===== config.mk =====
export PLATFORM = sky130hd
export DESIGN_NAME = uart_tx_arbiter
export DESIGN_NICKNAME = d
export VERILOG_FILES = /design/src/rtl/uart_tx_arbiter.sv
export SDC_FILE = /design/constraint.sdc
export NUM_CORES = 1
export LEC_CHECK = 0
export ABC_AREA = 1
export BUFFER_PORTS_ARGS = -buffer_cell sky130_fd_sc_hd__buf_2
export CORE_UTILIZATION = 40
export CTS_CLUSTER_SIZE = 20
export DETAILED_ROUTE_END_ITERATION = 8
export GPL_ROUTABILITY_DRIVEN = 0
export PLACE_DENSITY_LB_ADDON = 0.08
export SLEW_MARGIN = 20
export SYNTH_ARGS = -nofsm -noshare
export SYNTH_HDL_FRONTEND = slang
export SYNTH_SLANG_ARGS = --single-unit

===== constraint.sdc =====
create_clock -name clk -period 2.71 [get_ports clk]
set_input_delay 0.6775 -clock clk [delete_from_list [all_inputs] [get_ports clk]]
set_output_delay 0.6775 -clock clk [all_outputs]
set_load 0.02 [all_outputs]

===== src/rtl/uart_tx_arbiter.sv =====
// Round-robin arbiter/sequencer sharing one UART byte transmitter among NREQ requesters.
// Define UART_ARB_TIMEOUT_EN to build the WAIT_BUSY/WAIT_DONE watchdog that drives err.
module uart_tx_arbiter #(
   parameter int NREQ    = 4,
   parameter int DW      = 8,
   parameter int TIMEOUT = 50000,
   parameter int TMO_W   = 16
) (
   input  logic               clk,
   input  logic               rst,
   input  logic [NREQ-1:0]    req,
   input  logic [NREQ*DW-1:0] req_data,
   output logic [NREQ-1:0]    gnt,
   output logic [NREQ-1:0]    done,
   output logic               tx_send,
   output logic [DW-1:0]      tx_data,
   input  logic               tx_bussy,
   output logic               active,
   output logic               err
);

   localparam int PW = $clog2(NREQ);

   typedef enum logic [1:0] {IDLE, LAUNCH, WAIT_BUSY, WAIT_DONE} state_t;

   state_t          state, state_n;
   logic [PW-1:0]   ptr, win, pick, pick_inc;
   logic            found, tmo_hit;
   logic [DW-1:0]   sel_data;
   logic [NREQ-1:0] gnt_n, done_n;
   logic            tx_send_n, active_n, err_n;

   // Winner is the first set req bit scanning ptr, ptr+1, ... with explicit wrap at NREQ.
   always_comb begin
      logic [PW:0] sum;
      sum      = '0;
      pick     = '0;
      found    = 1'b0;
      for (int k = 0; k < NREQ; k++) begin
         sum = {1'b0, ptr} + (PW+1)'(k);
         if (sum >= (PW+1)'(NREQ)) sum = sum - (PW+1)'(NREQ);
         if (!found && req[sum[PW-1:0]]) begin
            found = 1'b1;
            pick  = sum[PW-1:0];
         end
      end
   end

   always_comb begin
      sel_data = '0;
      for (int i = 0; i < NREQ; i++)
         if (pick == PW'(i)) sel_data = req_data[i*DW +: DW];
   end

   assign pick_inc = (pick == PW'(NREQ-1)) ? '0 : pick + PW'(1);

   // NOTE: state and all registered outputs use non-blocking assignments so every flop
   // samples pre-edge values; blocking here would create order-dependent simulation.
   always_ff @(posedge clk or posedge rst) begin
      if (rst) state <= IDLE;
      else     state <= state_n;
   end

   // NOTE: every always_comb output gets a default before the case so no latch is inferred.
   always_comb begin
      state_n = state;
      case (state)
         IDLE:      if (found) state_n = LAUNCH;
         LAUNCH:    state_n = WAIT_BUSY;
         WAIT_BUSY: if (tx_bussy) state_n = WAIT_DONE;
                    else if (tmo_hit) state_n = IDLE;
         WAIT_DONE: if (!tx_bussy || tmo_hit) state_n = IDLE;
         default:   state_n = IDLE;
      endcase
   end

   always_comb begin
      gnt_n     = '0;
      done_n    = '0;
      tx_send_n = 1'b0;
      err_n     = 1'b0;
      if (state == IDLE && found) begin
         gnt_n     = NREQ'(1) << pick;
         tx_send_n = 1'b1;
      end
      if (state == WAIT_DONE && !tx_bussy) done_n = NREQ'(1) << win;
      if (state == WAIT_BUSY && !tx_bussy && tmo_hit) err_n = 1'b1;
      if (state == WAIT_DONE && tx_bussy && tmo_hit)  err_n = 1'b1;
      active_n = (state_n != IDLE);
   end

   always_ff @(posedge clk or posedge rst) begin
      if (rst) begin
         ptr     <= '0;
         win     <= '0;
         tx_data <= '0;
         gnt     <= '0;
         done    <= '0;
         tx_send <= 1'b0;
         active  <= 1'b0;
         err     <= 1'b0;
      end else begin
         gnt     <= gnt_n;
         done    <= done_n;
         tx_send <= tx_send_n;
         active  <= active_n;
         err     <= err_n;
         if (state == IDLE && found) begin
            win     <= pick;
            ptr     <= pick_inc;
            tx_data <= sel_data;
         end
      end
   end

`ifdef UART_ARB_TIMEOUT_EN
   logic [TMO_W-1:0] tmo_cnt;

   // Cleared in LAUNCH (entry to WAIT_BUSY) and on the busy rise; counts while waiting.
   always_ff @(posedge clk or posedge rst) begin
      if (rst)
         tmo_cnt <= '0;
      else if (state == LAUNCH || (state == WAIT_BUSY && tx_bussy))
         tmo_cnt <= '0;
      else if (state == WAIT_BUSY || state == WAIT_DONE)
         tmo_cnt <= tmo_cnt + TMO_W'(1);
   end

   assign tmo_hit = (tmo_cnt == TMO_W'(TIMEOUT-1)) &&
                    (state == WAIT_BUSY || state == WAIT_DONE);
`else
   assign tmo_hit = 1'b0;
`endif

endmodule


== Word level (Yosys, flattened, before mapping) ==
Cells that the tools add are included.

* Output and inout bits: 19
* Register bits after elaboration: 24

* $add $sub $neg: 8
* $lt $le $gt $ge: 8
* Multiplexer cells: 32
* Shifts and indexed selects: 2
* Equal/unequal tests: 6
* Reduce and logical (&&, ||, !) cells: 12

{| class="wikitable"
|+ Operators with widths
! kind !! number
|-
| two-way mux 8 bit || 4
|-
| two-way mux 2 bit || 12
|-
| less-than comparator 2 x 3 -> 1 bit, second input constant || 4
|-
| >= comparator 3 bit, second input constant || 3
|-
| two-way mux 1 bit || 9
|-
| binary-select mux 1 bit (select 2 bit) || 4
|-
| equality test 2 bit, second input constant || 4
|-
| two-way mux 4 bit || 2
|-
| case mux 2 bit (4 select lines) || 1
|-
| left shift 1 x 2 -> 4 bit, first input constant || 2
|-
| subtractor 2 x 1 -> 2 bit, second input constant || 4
|-
| adder 2 x 2 -> 3 bit, second input constant || 2
|-
| logical AND 1 bit || 5
|-
| equality test 2 x 1 -> 1 bit, second input constant || 2
|-
| zero test 1 bit || 4
|-
| zero test 2 bit || 2
|-
| adder 2 x 1 -> 3 bit, second input constant || 1
|-
| >= comparator 2 x 3 -> 1 bit, second input constant || 1
|-
| adder 2 x 1 -> 2 bit, second input constant || 1
|-
| nonzero test 2 bit || 1
|}

== Depth between registers and ports, before layout ==
* Depth after elaboration: 19
* Gate-level depth with buffers: 18

== Worst setup path before layout ==
No wires, ideal clock.

* Path type: input to register
* From: in req[0]
* To: reg tx_data[0]
* Library setup time: 65 ps
* Data required time: 2645 ps
* Arrival: 2528 ps
* Stages: 17
* Setup slack: 117 ps
* Cells stage by stage: inv_1 > nand2_1 > nand3_1 > nand2_2 > nor2_4 > nand3_2 > nand3_1 > inv_1 > ha_1 > clkbuf_1 > nor2_1 > nand2_1 > nand2_1 > o21ai_0 > o21ai_0 > nand2_1 > nand2_1

* Longest elaborated chain between the ends: 17

{| class="wikitable"
|+ RTL lines
! element !! line !! source
|-
| start: declaration || 11 || <nowiki>input logic [NREQ-1:0] req,</nowiki>
|-
| binary-select mux 1 bit (select 2 bit) || 42 || <nowiki>if (!found && req[sum[PW-1:0]]) begin</nowiki>
|-
| two-way mux 1 bit (implied by the code) || 42 ||
|-
| two-way mux 1 bit || 42 ||
|-
| zero test 1 bit || 42 ||
|-
| logical AND 1 bit || 42 ||
|-
| two-way mux 1 bit || 42 ||
|-
| zero test 1 bit || 42 ||
|-
| logical AND 1 bit || 42 ||
|-
| two-way mux 1 bit || 42 ||
|-
| zero test 1 bit || 42 ||
|-
| logical AND 1 bit || 42 ||
|-
| two-way mux 2 bit (*) || 42 ||
|-
| via pick[0] || 27 || <nowiki>logic [PW-1:0] ptr, win, pick, pick_inc;</nowiki>
|-
| zero test 2 bit || 52 || <nowiki>if (pick == PW'(i)) sel_data = req_data[i*DW +: DW];</nowiki>
|-
| two-way mux 8 bit (3 in series) || 52 ||
|-
| two-way mux 8 bit (*) || 52 ||
|-
| end signal: assignment || 111 || <nowiki>tx_data <= sel_data;</nowiki>
|-
| end: declaration || 16 || <nowiki>output logic [DW-1:0] tx_data,</nowiki>
|}

Mark *: on every way through the listed nets, which the timed path passes. The rest lies on a longest branch. The select of a mux whose other input is x is not followed.
A chain may end at the register's enable or synchronous reset.

== Worst setup path in the final report ==
* From: reg ptr[0]
* To: reg tx_data[6]

* Longest elaborated chain between the ends: 19

{| class="wikitable"
|+ RTL lines
! element !! line !! source
|-
| start: declaration || 27 ||
|-
| start signal: assignment || 110 || <nowiki>ptr <= pick_inc;</nowiki>
|-
| branches (longest 13 deep; another with adder 2 x 1 -> 3 bit) || - ||
|-
| two-way mux 2 bit (*) || 42 ||
|-
| via pick[0] || 27 ||
|-
| zero test 2 bit || 52 ||
|-
| two-way mux 8 bit (3 in series) || 52 ||
|-
| two-way mux 8 bit (*) || 52 ||
|}

Mark *: on every way through the listed nets, which the timed path passes. The select of a mux whose other input is x is not followed.

==> out/metrics.yaml <==
critical_path_arrival_ps: 2660
worstSetupStartpointType: "register"
cap_viol_max_count: 0
num_rows: 21
area_growth_pct: 27.3
tightest_slew_ps: 867
synth_warnings: 0
synth_async_sr_flop_share: 1.00
via_per_inst: 4.50
cts-root-buf: "clkbuf_4"
setup_viol: 0
grt_pass1_wl_microns: 5060
cts.sinks: 24
required_ps: 2960
synth.avg_cell_area_sq_um: 7.01
critPathCaptureType: "register"
clk_pin_slew_ps: 130
utilization: 0.536
die_y_microns: 61.5
drive_above_1_share: 0.288
rsz0062_at_grt: "no"
final-max-slew-violation-count: 0
tns_ps: 0
fin_skew_ps: 3.02
path_max_fanout: 9
synthesis.area_sq_um: 1420
synth.distinct_cells: 20
grt_max_degree: 25
p_int_mw: 1.27
slew_headroom: 0.421
drt_pass1_iterations: 4
worstSetupPathType: "reg2reg"
antenna_found_initial: 0
leakagePower_nw: 1.06
synth_edf_count: 0
io_pins: 58
timing.final.crit_share: 0.889
drt_iter0_markers: 59
io_buffers: 56
vias: 1376
gr-total-overflow: 0
cts.path.max_buffers: 2
ys_seq_area_frac: 0.424
synth_ff_type: "dfrtp_1"
final_nets: 304
insertion_delay_ps: 300
grt_usage: 0.178
fp.coreArea_sq_um: 3360
die_area_sq_um: 3780
worst_hold_path_type: "reg2reg"
grt_pass1_vias: 1183
synth_nets: 245
routed_wl_microns: 3110
power_switching_mw: 1.31
wl_per_cell_microns: 10.2
start_util: 0.421
layoutNonFillerInstCount: 306
cts_tree: "yes"
ctsHtreeMaxLevel: 1
num_antenna_cells: 0
min_period_ps: 2410
synth_seq_cells: 24
outcome: "finished clean"
dp.final_hpwl_microns: 2410
dp_cells: 302
numCtsBuffers: 3
p_seq_frac: 0.218
finalPower_mw: 2.58
drc_errors: 0
ant_nets: 0
fmax_mhz: 415
p_per_area_nw_per_um2: 1430
clockPowerShare: 0.098
cts_hold_buf: 0
switching_share: 0.508
die_w_microns: 61.5
hold_viol_final: 0
ir_drop_mv: 0.750
comb_power_share: 0.685
syn-instance-count: 202
cell usage in the layout, fill, tap and decap left out, types with 3 or more instances in the layout:
cell type,instances
buf_2,56
a21oi_1,8
nand2_1,84
inv_1,19
nor2_1,7
buf_4,6
o21ai_0,21
nor3_1,4
ha_1,4
dfrtp_1,24
nand2_2,4
nand3_1,11
clkbuf_4,3
registers in the layout, indices dropped and copies added (netlist names):
| name | flops |
|---|---|
| tx_send | 1 |
| done | 4 |
| ptr | 2 |
| gnt | 4 |
| tx_data | 8 |
| state | 2 |
| win | 2 |
| active | 1 |
area by class of cell:
type,instances,area [sq um]
fillers,373,1560
well taps,46,57.6
clock inverters,1,30.0
multi-input cells,149,684
inverters,21,81.3
clock buffers,3,22.5
repair buffers,62,325
flip-flops and latches,24,601
worst max-delay path, stage by stage (launching register included):
cell,delay (ps)
dfrtp_1,420
buf_4,170
o21ai_0,240
nand2_1,70
o21ai_0,110
nand3_2,120
nand3_1,160
inv_1,90
ha_1,210
nor2_1,100
buf_4,150
nand2_1,60
nand2_1,50
o21ai_0,70
o21ai_1,190
nand2_1,80
nand2_1,50
cells in the mapped netlist (3+ instances only):
cell type	n	area (sq um)
nand2_1	84	315
dfrtp_1	24	601
o21ai_0	22	110
inv_1	19	71.3
nand3_1	11	55.1
a21oi_1	8	40.0
nor2_1	7	26.3
clkbuf_1	4	15.0
ha_1	4	50.1
nand2_2	4	25.0
nor3_1	4	20.0
buf_4	3	22.5
worst paths after layout:
check	startpoint	to	slack (ps)	cells after the start
max	ptr[0]	tx_data[6]	300	16
min	tx_data[1]	tx_data[1]	490	2
max reg2reg	ptr[0]	tx_data[6]	300	16
min reg2reg	tx_data[1]	tx_data[1]	490	2
max in group asynchronous	rst	tx_data[7]	1650	2
min in group asynchronous	rst	gnt[0]	530	2
what timing repair did:
item | 4_1_cts | 5_1_grt
resized for setup | 0 | 1
endpoints found under the setup margin | 0 | 1
hold endpoints to repair | 0 | 0
setup buffers | 0 | 0
power by group through the flow:
stage	logic, mW	registers (mW)	clock network (mW)
3_5_place_dp	1.77	0.567	0
3_3_place_gp	1.76	0.569	0
4_1_cts	1.77	0.562	0.259
6_report	1.77	0.562	0.252
5_1_grt	2.05	0.584	0.275
2_1_floorplan	1.19	0.667	0
per-layer routing:
metal,routed length (microns),GRT usage,part of all wire
met5,0,0,0
met4,27,0.0571,0.0087
met3,152,0.0147,0.049
met2,1320,0.267,0.43
met1,1610,0.270,0.52
cells by family (layout without fill, tap and decap cells):
family | count (synthesis) | after routing | share of synthesized area
flops | 24 | 24 | 0.424
other cells | 1 | 1 | 0.00265
simple gates | 114 | 114 | 0.340
buf+inv | 29 | 87 | 0.0920
compound gates | 30 | 30 | 0.106
fa+ha+maj | 4 | 4 | 0.0354
stage by stage:
stage / hold slack [ps] / setup WS, ps / instance area [sq um]
after floorplan: 452 / 117 / 1420
after global placement: 464 / 69.2 / 1750
after detailed placement: 464 / 51.2 / 1750
after CTS: 497 / 248 / 1800
after global routing: 528 / 16.1 / 1800
final: 492 / 302 / 1800
Note: power is estimated with default switching activity, not from simulation.
